[config.mk]
export PLATFORM = sky130hd
export DESIGN_NAME = hwpe_tcdm_slice_wrap
export DESIGN_NICKNAME = d
export VERILOG_FILES = /design/src/rtl/hwpe_tcdm_slice_wrap_pkg.sv /design/src/rtl/hwpe_tcdm_slice_wrap_skid_buffer.sv /design/src/rtl/hwpe_tcdm_slice_wrap.sv
export SDC_FILE = /design/constraint.sdc
export NUM_CORES = 1
export LEC_CHECK = 0
export ABC_AREA = 1
export CORE_AREA = 3 3 349 351
export CTS_BUF_LIST = sky130_fd_sc_hd__clkbuf_16
export CTS_CLUSTER_SIZE = 20
export DETAILED_ROUTE_END_ITERATION = 7
export DIE_AREA = 0 0 352 354
export REMOVE_ABC_BUFFERS = 1
export SYNTH_ARGS = -nofsm -noshare
export SYNTH_HDL_FRONTEND = slang
export SYNTH_SLANG_ARGS = --single-unit
export TNS_END_PERCENT = 10
[constraint.sdc]
create_clock -name clk -period 7.3 [get_ports clk]
set_input_delay 1.095 -clock clk [delete_from_list [all_inputs] [get_ports clk]]
set_output_delay 1.095 -clock clk [all_outputs]
set_load 0.005 [all_outputs]
[src/rtl/hwpe_tcdm_slice_wrap_pkg.sv]
// Shared types and constants for the HWPE TCDM/periph slice wrapper.
// The structs show the payload layout at the default 32-bit widths.
package hwpe_wrap_package;

  localparam int SKID_DEPTH = 2;

  localparam int DEF_ADDR_WIDTH = 32;
  localparam int DEF_DATA_WIDTH = 32;
  localparam int DEF_ID_WIDTH   = 16;

  typedef struct packed {
    logic [DEF_ADDR_WIDTH-1:0]   add;
    logic                        wen;
    logic [DEF_DATA_WIDTH/8-1:0] be;
    logic [DEF_DATA_WIDTH-1:0]   data;
  } tcdm_req_t;

  typedef struct packed {
    logic [DEF_ADDR_WIDTH-1:0]   add;
    logic                        wen;
    logic [DEF_DATA_WIDTH/8-1:0] be;
    logic [DEF_DATA_WIDTH-1:0]   data;
    logic [DEF_ID_WIDTH-1:0]     id;
  } periph_req_t;

endpackage

[src/rtl/hwpe_tcdm_slice_wrap_skid_buffer.sv]
// Two-entry FIFO skid buffer; in_ready depends only on occupancy, so no
// combinational path exists from either handshake side to the other.
module hwpe_skid_buffer
  import hwpe_wrap_package::*;
#(
  parameter type T = logic
) (
  input  logic clk,
  input  logic rst,
  input  logic in_valid,
  output logic in_ready,
  input  T     in_data,
  output logic out_valid,
  input  logic out_ready,
  output T     out_data
);

  T           mem_reg [SKID_DEPTH];
  logic       wr_ptr_reg;
  logic       rd_ptr_reg;
  logic [1:0] count_reg;
  logic [1:0] count_next;
  logic       push;
  logic       pop;

  assign in_ready  = (count_reg != 2'd2);
  assign out_valid = (count_reg != 2'd0);
  assign out_data  = mem_reg[rd_ptr_reg];
  assign push      = in_valid & in_ready;
  assign pop       = out_valid & out_ready;

  always_comb begin
    count_next = count_reg;
    if (push && !pop) begin
      count_next = count_reg + 2'd1;
    end else if (!push && pop) begin
      count_next = count_reg - 2'd1;
    end
  end

  // Entries are cleared on reset so the head reads as zero afterwards.
  always_ff @(posedge clk) begin
    if (rst) begin
      for (int i = 0; i < SKID_DEPTH; i++) begin
        mem_reg[i] <= '0;
      end
      wr_ptr_reg <= 1'b0;
      rd_ptr_reg <= 1'b0;
      count_reg  <= 2'd0;
    end else begin
      if (push) begin
        mem_reg[wr_ptr_reg] <= in_data;
        wr_ptr_reg          <= ~wr_ptr_reg;
      end
      if (pop) begin
        rd_ptr_reg <= ~rd_ptr_reg;
      end
      count_reg <= count_next;
    end
  end

endmodule

[src/rtl/hwpe_tcdm_slice_wrap.sv]
// Boundary slice between an HWPE engine and the TCDM / peripheral bus:
// skid-buffered requests, registered responses, per-port outstanding limit.
module hwpe_tcdm_slice_wrap
  import hwpe_wrap_package::*;
#(
  parameter  int N_PORTS         = 3,
  parameter  int ADDR_WIDTH      = 32,
  parameter  int DATA_WIDTH      = 32,
  parameter  int ID_WIDTH        = 16,
  parameter  int MAX_OUTSTANDING = 4,
  localparam int BE_WIDTH        = DATA_WIDTH / 8,
  localparam int CNT_WIDTH       = $clog2(MAX_OUTSTANDING + 1)
) (
  input  logic                            clk,
  input  logic                            rst,
  input  logic [N_PORTS-1:0]              s_tcdm_req,
  output logic [N_PORTS-1:0]              s_tcdm_gnt,
  input  logic [N_PORTS*ADDR_WIDTH-1:0]   s_tcdm_add,
  input  logic [N_PORTS-1:0]              s_tcdm_wen,
  input  logic [N_PORTS*BE_WIDTH-1:0]     s_tcdm_be,
  input  logic [N_PORTS*DATA_WIDTH-1:0]   s_tcdm_data,
  output logic [N_PORTS*DATA_WIDTH-1:0]   s_tcdm_r_data,
  output logic [N_PORTS-1:0]              s_tcdm_r_valid,
  output logic [N_PORTS-1:0]              m_tcdm_req,
  input  logic [N_PORTS-1:0]              m_tcdm_gnt,
  output logic [N_PORTS*ADDR_WIDTH-1:0]   m_tcdm_add,
  output logic [N_PORTS-1:0]              m_tcdm_wen,
  output logic [N_PORTS*BE_WIDTH-1:0]     m_tcdm_be,
  output logic [N_PORTS*DATA_WIDTH-1:0]   m_tcdm_data,
  input  logic [N_PORTS*DATA_WIDTH-1:0]   m_tcdm_r_data,
  input  logic [N_PORTS-1:0]              m_tcdm_r_valid,
  input  logic                            s_periph_req,
  output logic                            s_periph_gnt,
  input  logic [ADDR_WIDTH-1:0]           s_periph_add,
  input  logic                            s_periph_wen,
  input  logic [BE_WIDTH-1:0]             s_periph_be,
  input  logic [DATA_WIDTH-1:0]           s_periph_data,
  input  logic [ID_WIDTH-1:0]             s_periph_id,
  output logic [DATA_WIDTH-1:0]           s_periph_r_data,
  output logic                            s_periph_r_valid,
  output logic [ID_WIDTH-1:0]             s_periph_r_id,
  output logic                            m_periph_req,
  input  logic                            m_periph_gnt,
  output logic [ADDR_WIDTH-1:0]           m_periph_add,
  output logic                            m_periph_wen,
  output logic [BE_WIDTH-1:0]             m_periph_be,
  output logic [DATA_WIDTH-1:0]           m_periph_data,
  output logic [ID_WIDTH-1:0]             m_periph_id,
  input  logic [DATA_WIDTH-1:0]           m_periph_r_data,
  input  logic                            m_periph_r_valid,
  input  logic [ID_WIDTH-1:0]             m_periph_r_id,
  output logic [N_PORTS*CNT_WIDTH-1:0]    outstanding,
  output logic [N_PORTS-1:0]              proto_err
);

  typedef struct packed {
    logic [ADDR_WIDTH-1:0] add;
    logic                  wen;
    logic [BE_WIDTH-1:0]   be;
    logic [DATA_WIDTH-1:0] data;
  } tcdm_slot_t;

  typedef struct packed {
    logic [ADDR_WIDTH-1:0] add;
    logic                  wen;
    logic [BE_WIDTH-1:0]   be;
    logic [DATA_WIDTH-1:0] data;
    logic [ID_WIDTH-1:0]   id;
  } periph_slot_t;

  localparam logic [CNT_WIDTH-1:0] CNT_MAX = CNT_WIDTH'(MAX_OUTSTANDING);

  genvar gi;
  generate
    for (gi = 0; gi < N_PORTS; gi++) begin : g_tcdm
      tcdm_slot_t            in_slot;
      tcdm_slot_t            out_slot;
      logic                  buf_valid;
      logic                  cnt_ok;
      logic                  granted;
      logic                  r_valid_in;
      logic [CNT_WIDTH-1:0]  cnt_reg;
      logic                  err_reg;
      logic                  r_valid_reg;
      logic [DATA_WIDTH-1:0] r_data_reg;

      assign in_slot.add  = s_tcdm_add[gi*ADDR_WIDTH +: ADDR_WIDTH];
      assign in_slot.wen  = s_tcdm_wen[gi];
      assign in_slot.be   = s_tcdm_be[gi*BE_WIDTH +: BE_WIDTH];
      assign in_slot.data = s_tcdm_data[gi*DATA_WIDTH +: DATA_WIDTH];

      // Throttling gates both m_req and the pop, so a held head is never lost.
      assign cnt_ok     = (cnt_reg < CNT_MAX);
      assign granted    = m_tcdm_req[gi] & m_tcdm_gnt[gi];
      assign r_valid_in = m_tcdm_r_valid[gi];

      hwpe_skid_buffer #(.T(tcdm_slot_t)) i_skid (
        .clk       (clk),
        .rst       (rst),
        .in_valid  (s_tcdm_req[gi]),
        .in_ready  (s_tcdm_gnt[gi]),
        .in_data   (in_slot),
        .out_valid (buf_valid),
        .out_ready (m_tcdm_gnt[gi] & cnt_ok),
        .out_data  (out_slot)
      );

      assign m_tcdm_req[gi]                              = buf_valid & cnt_ok;
      assign m_tcdm_add[gi*ADDR_WIDTH +: ADDR_WIDTH]     = out_slot.add;
      assign m_tcdm_wen[gi]                              = out_slot.wen;
      assign m_tcdm_be[gi*BE_WIDTH +: BE_WIDTH]          = out_slot.be;
      assign m_tcdm_data[gi*DATA_WIDTH +: DATA_WIDTH]    = out_slot.data;

      // A response with nothing outstanding is flagged but still forwarded.
      always_ff @(posedge clk) begin
        if (rst) begin
          cnt_reg     <= '0;
          err_reg     <= 1'b0;
          r_valid_reg <= 1'b0;
          r_data_reg  <= '0;
        end else begin
          if (granted && !r_valid_in) begin
            cnt_reg <= cnt_reg + CNT_WIDTH'(1);
          end else if (!granted && r_valid_in && (cnt_reg != '0)) begin
            cnt_reg <= cnt_reg - CNT_WIDTH'(1);
          end
          if (r_valid_in && (cnt_reg == '0)) begin
            err_reg <= 1'b1;
          end
          r_valid_reg <= r_valid_in;
          if (r_valid_in) begin
            r_data_reg <= m_tcdm_r_data[gi*DATA_WIDTH +: DATA_WIDTH];
          end
        end
      end

      assign outstanding[gi*CNT_WIDTH +: CNT_WIDTH]    = cnt_reg;
      assign proto_err[gi]                             = err_reg;
      assign s_tcdm_r_valid[gi]                        = r_valid_reg;
      assign s_tcdm_r_data[gi*DATA_WIDTH +: DATA_WIDTH] = r_data_reg;
    end
  endgenerate

  periph_slot_t          p_in_slot;
  periph_slot_t          p_out_slot;
  logic                  p_r_valid_reg;
  logic [DATA_WIDTH-1:0] p_r_data_reg;
  logic [ID_WIDTH-1:0]   p_r_id_reg;

  assign p_in_slot.add  = s_periph_add;
  assign p_in_slot.wen  = s_periph_wen;
  assign p_in_slot.be   = s_periph_be;
  assign p_in_slot.data = s_periph_data;
  assign p_in_slot.id   = s_periph_id;

  hwpe_skid_buffer #(.T(periph_slot_t)) i_periph_skid (
    .clk       (clk),
    .rst       (rst),
    .in_valid  (s_periph_req),
    .in_ready  (s_periph_gnt),
    .in_data   (p_in_slot),
    .out_valid (m_periph_req),
    .out_ready (m_periph_gnt),
    .out_data  (p_out_slot)
  );

  assign m_periph_add  = p_out_slot.add;
  assign m_periph_wen  = p_out_slot.wen;
  assign m_periph_be   = p_out_slot.be;
  assign m_periph_data = p_out_slot.data;
  assign m_periph_id   = p_out_slot.id;

  always_ff @(posedge clk) begin
    if (rst) begin
      p_r_valid_reg <= 1'b0;
      p_r_data_reg  <= '0;
      p_r_id_reg    <= '0;
    end else begin
      p_r_valid_reg <= m_periph_r_valid;
      if (m_periph_r_valid) begin
        p_r_data_reg <= m_periph_r_data;
        p_r_id_reg   <= m_periph_r_id;
      end
    end
  end

  assign s_periph_r_valid = p_r_valid_reg;
  assign s_periph_r_data  = p_r_data_reg;
  assign s_periph_r_id    = p_r_id_reg;

endmodule

==> results of run 1 <==
-- critical path, cell delays in order --
cell     delay (ns)
buf_2          0.09
buf_4          0.22
inv_6          0.60
nand2_4        0.74
nand2_4        0.67
buf_4          0.68
-- report_power, final --
part | internal [mW] | switching [mW] | total, mW
clock | 2.32 | 1.83 | 4.15
combinational | 1.93 | 1.75 | 3.68
sequential | 5.30 | 0.197 | 5.50
-- through the flow --
stage          setup slack (ns)  hold WS (ns)
2_1_floorplan             1.584        0.4476
3_3_place_gp              2.455        0.4520
3_5_place_dp              2.451        0.4599
4_1_cts                   3.154        0.4777
5_1_grt                   2.971        0.5121
6_report                  3.227        0.4765
-- cell usage after synthesis (4+ instances only) --
cell type	n	area share
a21oi_1	20	0.0032
buf_6	28	0.010
edfxtp_1	584	0.56
xor2_1	7	0.0020
nand2_2	5	0.0010
nor2_1	881	0.11
buf_4	17	0.0041
clkbuf_1	35	0.0042
inv_2	10	0.0012
ha_1	4	0.0016
mux2_2	292	0.10
dfxtp_1	180	0.11
nand3_1	17	0.0027
o21ai_0	153	0.024
buf_2	71	0.011
inv_1	309	0.037
nand2_1	47	0.0056
nor2_2	22	0.0044
-- how the worst max path moves through the flow --
stage                     slack (ns)  cells after the start                      endpoint      from
final                           3.23                      6  i_periph_skid.mem_reg[0][27]       rst
after global routing            2.97                      6  i_periph_skid.mem_reg[0][15]       rst
after CTS                       3.15                      3                m_tcdm_add[35]  register
after detailed placement        2.45                      6  i_periph_skid.mem_reg[0][71]       rst
after global placement          2.45                      6  i_periph_skid.mem_reg[0][27]       rst
after floorplan                 1.58                      3   i_periph_skid.mem_reg[1][0]       rst
-- routing by layer --
metal,vias to the layer above,track usage,part of all wire
met5,-,0,0.00059
met1,11060,0.2016,0.39
met4,10,0.05029,0.025
li1,10610,-,-
met2,777,0.2993,0.51
met3,158,0.05002,0.074
-- logic make-up (layout without fill, tap and decap cells) --
group / after synthesis / count (layout) / synth area share
muxes: 292 / 292 / 0.1047
xor gates and xnor gates: 7 / 7 / 0.001952
DFF: 764 / 764 / 0.6730
and+or+nand+nor: 976 / 976 / 0.1205
other: 0 / 16 / 0
adders and majority gates: 7 / 7 / 0.003505
AOI/OAI and AO/OA: 176 / 176 / 0.02852
buffers and inverters: 471 / 1419 / 0.06791
-- final cells by class --
cell class,count,area [um^2],area share
tap,1612,2017,0.04522
timing repair buffer,937,9294,0.2084
sequential,764,21150,0.4741
clock buffer,88,2202,0.04937
inverter,320,1206,0.02704
antenna,16,40.04,0.0008976
multi-input combinational,1458,8185,0.1835
clock inverter,74,513.0,0.01150
==> flow_metrics.env, run 1 <==
export IMPL_largest_reg_flops=414
export IMPL_io_pins=910
export IMPL_numCtsBuffers=88
export IMPL_track_usage=0.1707
export IMPL_placed_cells=5091
export IMPL_core_rowCount=127
export IMPL_drv_cap=0
export IMPL_utilization=0.3738
export IMPL_nFillCells=11710
export IMPL_synth_area_mm2=0.03141
export IMPL_synth_ff_type="edfxtp_1"
export IMPL_vias_per_cell=4.293
export IMPL_p_total_mw=13.33
export IMPL_drtPass1Iterations=7
export IMPL_crit_type="input port to register"
export IMPL_ctsHoldBuffers=0
export IMPL_initial_core_util=0.2632
export IMPL_grt_setup_unrepaired="no"
export IMPL_core_area_mm2=0.1193
export IMPL_final_max_slew_viol_count=0
export IMPL_clk_pin_slew_ns=0.06
export IMPL_layout_commonest_cell="clkdlybuf4s50_1"
export IMPL_r2r_start="g_tcdm[0].i_skid.count_reg[0]"
export IMPL_hold_depth=1
export IMPL_dp_final_hpwl_um=79890
export IMPL_hold_viol_final=0
export IMPL_cts_tree="done"
export IMPL_worstHoldStart="g_tcdm[0].err_reg"
export IMPL_ys_seq_elements=764
export IMPL_fin_cells=5269
export IMPL_port_buffers=909
export IMPL_grt_antenna_before_repair=19
export IMPL_cts_sinks=764
export IMPL_syn_area_per_cell_um2=11.67
export IMPL_min_period_ns=4.073
export IMPL_worstMarginPinSlew_ns=1.174
export IMPL_grt_max_degree=92
export IMPL_ys_types=23
export IMPL_grt_pass1_vias=22280
export IMPL_clk_latency_ns=0.66
export IMPL_area_growth_pct=41.99
export IMPL_dpl_instance_area_mm2=0.04185
export IMPL_async_flop_share=0
export IMPL_start_kind="input port"
export IMPL_p_per_area_mw_per_mm2=299.0
export IMPL_ys_seq_area_frac=0.6730
export IMPL_worstPathMaxFanout=87
export IMPL_final_cell_mix="906 x clkdlybuf4s50_1, 881 x nor2_1, 584 x edfxtp_1, 334 x inv_1, 292 x mux2_2"
export IMPL_grt_pass1_wl_um=156600
export IMPL_postCtsSetupRepairBufs=0
export IMPL_status="finished clean"
export IMPL_gp_congestion=0.8451
export IMPL_fin_nets=4026
export IMPL_root_buffer="clkbuf_16"
export IMPL_min_to="g_tcdm[0].err_reg"
export IMPL_r2r_slack_ns=3.89
export IMPL_grt_ovfl_total=0
export IMPL_setup_viol=0
export IMPL_required_ns=7.56
export IMPL_fp_dieH_um=354
export IMPL_p_leak_nw=18.01
export IMPL_syn_inst=2693
export IMPL_wirelength_um=111100
export IMPL_hold_path_class="register to register"
export IMPL_ctsLongestPathBuffers=3
export IMPL_fmax_mhz=245.5
export IMPL_drive_above_1_share=0.1368
export IMPL_period_share=0.5579
export IMPL_vdd_drop_max_uv=220.8
export IMPL_tns_ns=0
export IMPL_fin_area_mm2=0.04461
export IMPL_dieWidth_um=352
export IMPL_fin_skew_ns=0.03247
export IMPL_end_kind="register"
export IMPL_r2r_end="g_tcdm[0].i_skid.mem_reg[1][58]"
export IMPL_drc=0
export IMPL_r2r_cells=8
export IMPL_synth_edf_count=584
export IMPL_die_area_mm2=0.1246
export IMPL_drtIter0Drc=1765
export IMPL_wl_per_cell_um=21.09
export IMPL_cts_htree_levels=3
export IMPL_vias=22620
export IMPL_cts_resized_gates=0
export IMPL_synth_warnings=0
export IMPL_ant_nets=0
export IMPL_critPathArrivalTime_ns=4.33
export IMPL_max_slew_margin=0.2174
Power figures use the tool's default switching activity.
==> inputs of run 2 (changes only) <==
Settings changed: CORE_AREA 3 3 349 351 to 3 3 357 359, DIE_AREA 0 0 352 354 to 0 0 360 362.
Clock period 7.3 ns to 3.3 ns, I/O delays scaled along.
==> run 2 against run 1 <==
Net effect: register-to-register slack worse by 2.6 ns; utilization down 0.95 points; clock skew down 0.0013 ns; largest power group unchanged; highest routed layer unchanged.
==> flow_metrics.env, run 2 (synthesis gave the netlist of run 1 again) <==
export IMPL_start_kind="register"
export IMPL_worst_slack_ns=0.2944
export IMPL_hold_viol_final=0
export IMPL_area_growth_pct=43.92
export IMPL_critPathArrivalTime_ns=2.51
export IMPL_power_share_combinational=0.268
export IMPL_core_area_mm2=0.1241
export IMPL_pwr_share_clk=0.321
export IMPL_r2r_start="g_tcdm[2].i_skid.count_reg[0]"
export IMPL_p_per_area_mw_per_mm2=658.5
export IMPL_cts_resized_gates=0
export IMPL_io_pins=910
export IMPL_crit_chain="buf_12 -> mux2_2 -> clkdlybuf4s50_1"
export IMPL_fin_skew_ns=0.03114
export IMPL_track_usage=0.1495
export IMPL_vdd_drop_max_uv=414.8
export IMPL_final_cell_mix="907 x clkdlybuf4s50_1, 881 x nor2_1, 584 x edfxtp_1, 328 x inv_1, 292 x mux2_2"
export IMPL_ctsHoldBuffers=0
export IMPL_cts_htree_levels=3
export IMPL_end_kind="output pin"
export IMPL_clk_pin_slew_ns=0.06
export IMPL_grt_pass1_vias=22650
export IMPL_worstMarginPinSlew_ns=0.9102
export IMPL_ant_nets=0
export IMPL_r2r_end="g_tcdm[2].i_skid.mem_reg[1][2]"
export IMPL_worstHoldStart="rst"
export IMPL_numCtsBuffers=88
export IMPL_required_ns=2.80
export IMPL_min_period_ns=3.006
export IMPL_p_leak_nw=18.25
export IMPL_seqPwrFrac=0.411
export IMPL_crit_type="register to output pin"
export IMPL_p_sw_frac=0.2744
export IMPL_period_share=0.9108
export IMPL_grt_setup_unrepaired="no"
export IMPL_wirelength_um=101600
export IMPL_grt_antenna_before_repair=28
export IMPL_port_buffers=909
export IMPL_pre_cts_slack_ns=0.8524
export IMPL_wl_per_cell_um=19.09
export IMPL_hold_path_class="input port to register"
export IMPL_vias=22240
export IMPL_p_int_mw=21.60
export IMPL_gp_congestion=0.8289
export IMPL_die_area_mm2=0.1303
export IMPL_core_rowCount=129
export IMPL_grt_max_degree=87
export IMPL_dp_final_hpwl_um=73070
export IMPL_drive_above_1_share=0.1443
export IMPL_status="finished clean"
export IMPL_grt_pass1_wl_um=145900
export IMPL_drtPass1Iterations=5
export IMPL_vias_per_cell=4.180
export IMPL_postCtsSetupRepairBufs=0
export IMPL_min_to="g_tcdm[2].cnt_reg[2]"
export IMPL_drtIter0Drc=1213
export IMPL_cp_slowest_stage_delay_ns=0.63
export IMPL_drc=0
export IMPL_fmax_mhz=332.7
export IMPL_r2r_slack_ns=1.34
export IMPL_hold_depth=4
export IMPL_layout_commonest_cell="clkdlybuf4s50_1"
export IMPL_grt_ovfl_total=0
export IMPL_fin_nets=4049
export IMPL_worstPathMaxFanout=38
export IMPL_final_max_slew_viol_count=0
export IMPL_drv_cap=0
export IMPL_setup_viol=0
export IMPL_ctsLongestPathBuffers=3
export IMPL_crit_path_top_delay_cell="dfxtp_2"
export IMPL_r2r_cells=7
export IMPL_cts_tree="done"
export IMPL_fp_dieH_um=362
export IMPL_dpl_instance_area_mm2=0.04230
export IMPL_dieWidth_um=360
export IMPL_cts_sinks=764
export IMPL_root_buffer="clkbuf_16"
export IMPL_max_slew_margin=0.3932
export IMPL_initial_core_util=0.2531
export IMPL_fin_area_mm2=0.04521
export IMPL_largest_reg_flops=414
export IMPL_clk_latency_ns=0.66
export IMPL_power_net_switching_mw=8.169
## run 2: cell types whose count changed in the layout (fill, tap and decap cells not counted), moves of 4 or more
cell       change
buf_12        +18
inv_1          -6
buf_4          +5
clkbuf_16      +4
## run 2: final cells by class
cell class	count	area, um^2
multi-input cells	1458	8195
well taps	1637	2048
fillers	12270	78910
clock buffers	92	2302
diodes	18	45.04
flip-flops and latches	764	21150
inverters	320	1206
repair buffers	960	9697
clock inverters	71	565.5
## run 2: stage by stage
stage | power [mW] | instances | util | setup TNS [ns] | hold slack (ns)
2_1_floorplan | 15.70 | 2542 | - | -618.69 | 0.4476
3_3_place_gp | 20.49 | 5139 | 0.3408 | 0 | 0.4445
3_5_place_dp | 20.54 | 5139 | 0.3408 | 0 | 0.4520
4_1_cts | 30.27 | 5302 | 0.3639 | 0 | 0.3330
5_1_grt | 31.21 | 5315 | 0.3641 | 0 | 0.3774
6_report | 29.77 | 5320 | 0.3642 | 0 | 0.3755
## run 2: worst max-delay path by stage
stage / slack [ns] / endpoint / start
finish: 0.29 / m_tcdm_add[68] / register
global route: 0.19 / m_tcdm_add[68] / register
CTS: 0.20 / m_tcdm_add[68] / register
detailed placement: 0.85 / g_tcdm[2].i_skid.mem_reg[1][37] / s_tcdm_req[2]
global placement: 0.84 / g_tcdm[2].i_skid.mem_reg[0][3] / s_tcdm_req[2]
floorplan: -1.82 / i_periph_skid.mem_reg[1][0] / rst
## run 2: routing by layer
layer,global-route usage,wire length [um],vias to the layer above
met4,0.06325,3106,16
met5,0,116,-
met2,0.2618,51630,699
met1,0.1663,38730,10740
met3,0.04934,8003,141
li1,-,-,10650
## run 2: critical path, delay by kind of cell, from the launching register on
family / cells / cell delay (ns)
multiplexers: 1 / 0.37
buffers and inverters: 2 / 0.86
flip-flops: 1 / 0.63
## run 2: power groups by stage
stage                     clock (mW)  combinational [mW]  sequential (mW)
after floorplan                    0                3.10             12.6
after global placement             0                8.07             12.4
after detailed placement           0                8.08             12.5
after CTS                       9.87                8.13             12.3
after global routing            10.3                8.58             12.4
final                           9.56                7.97             12.2
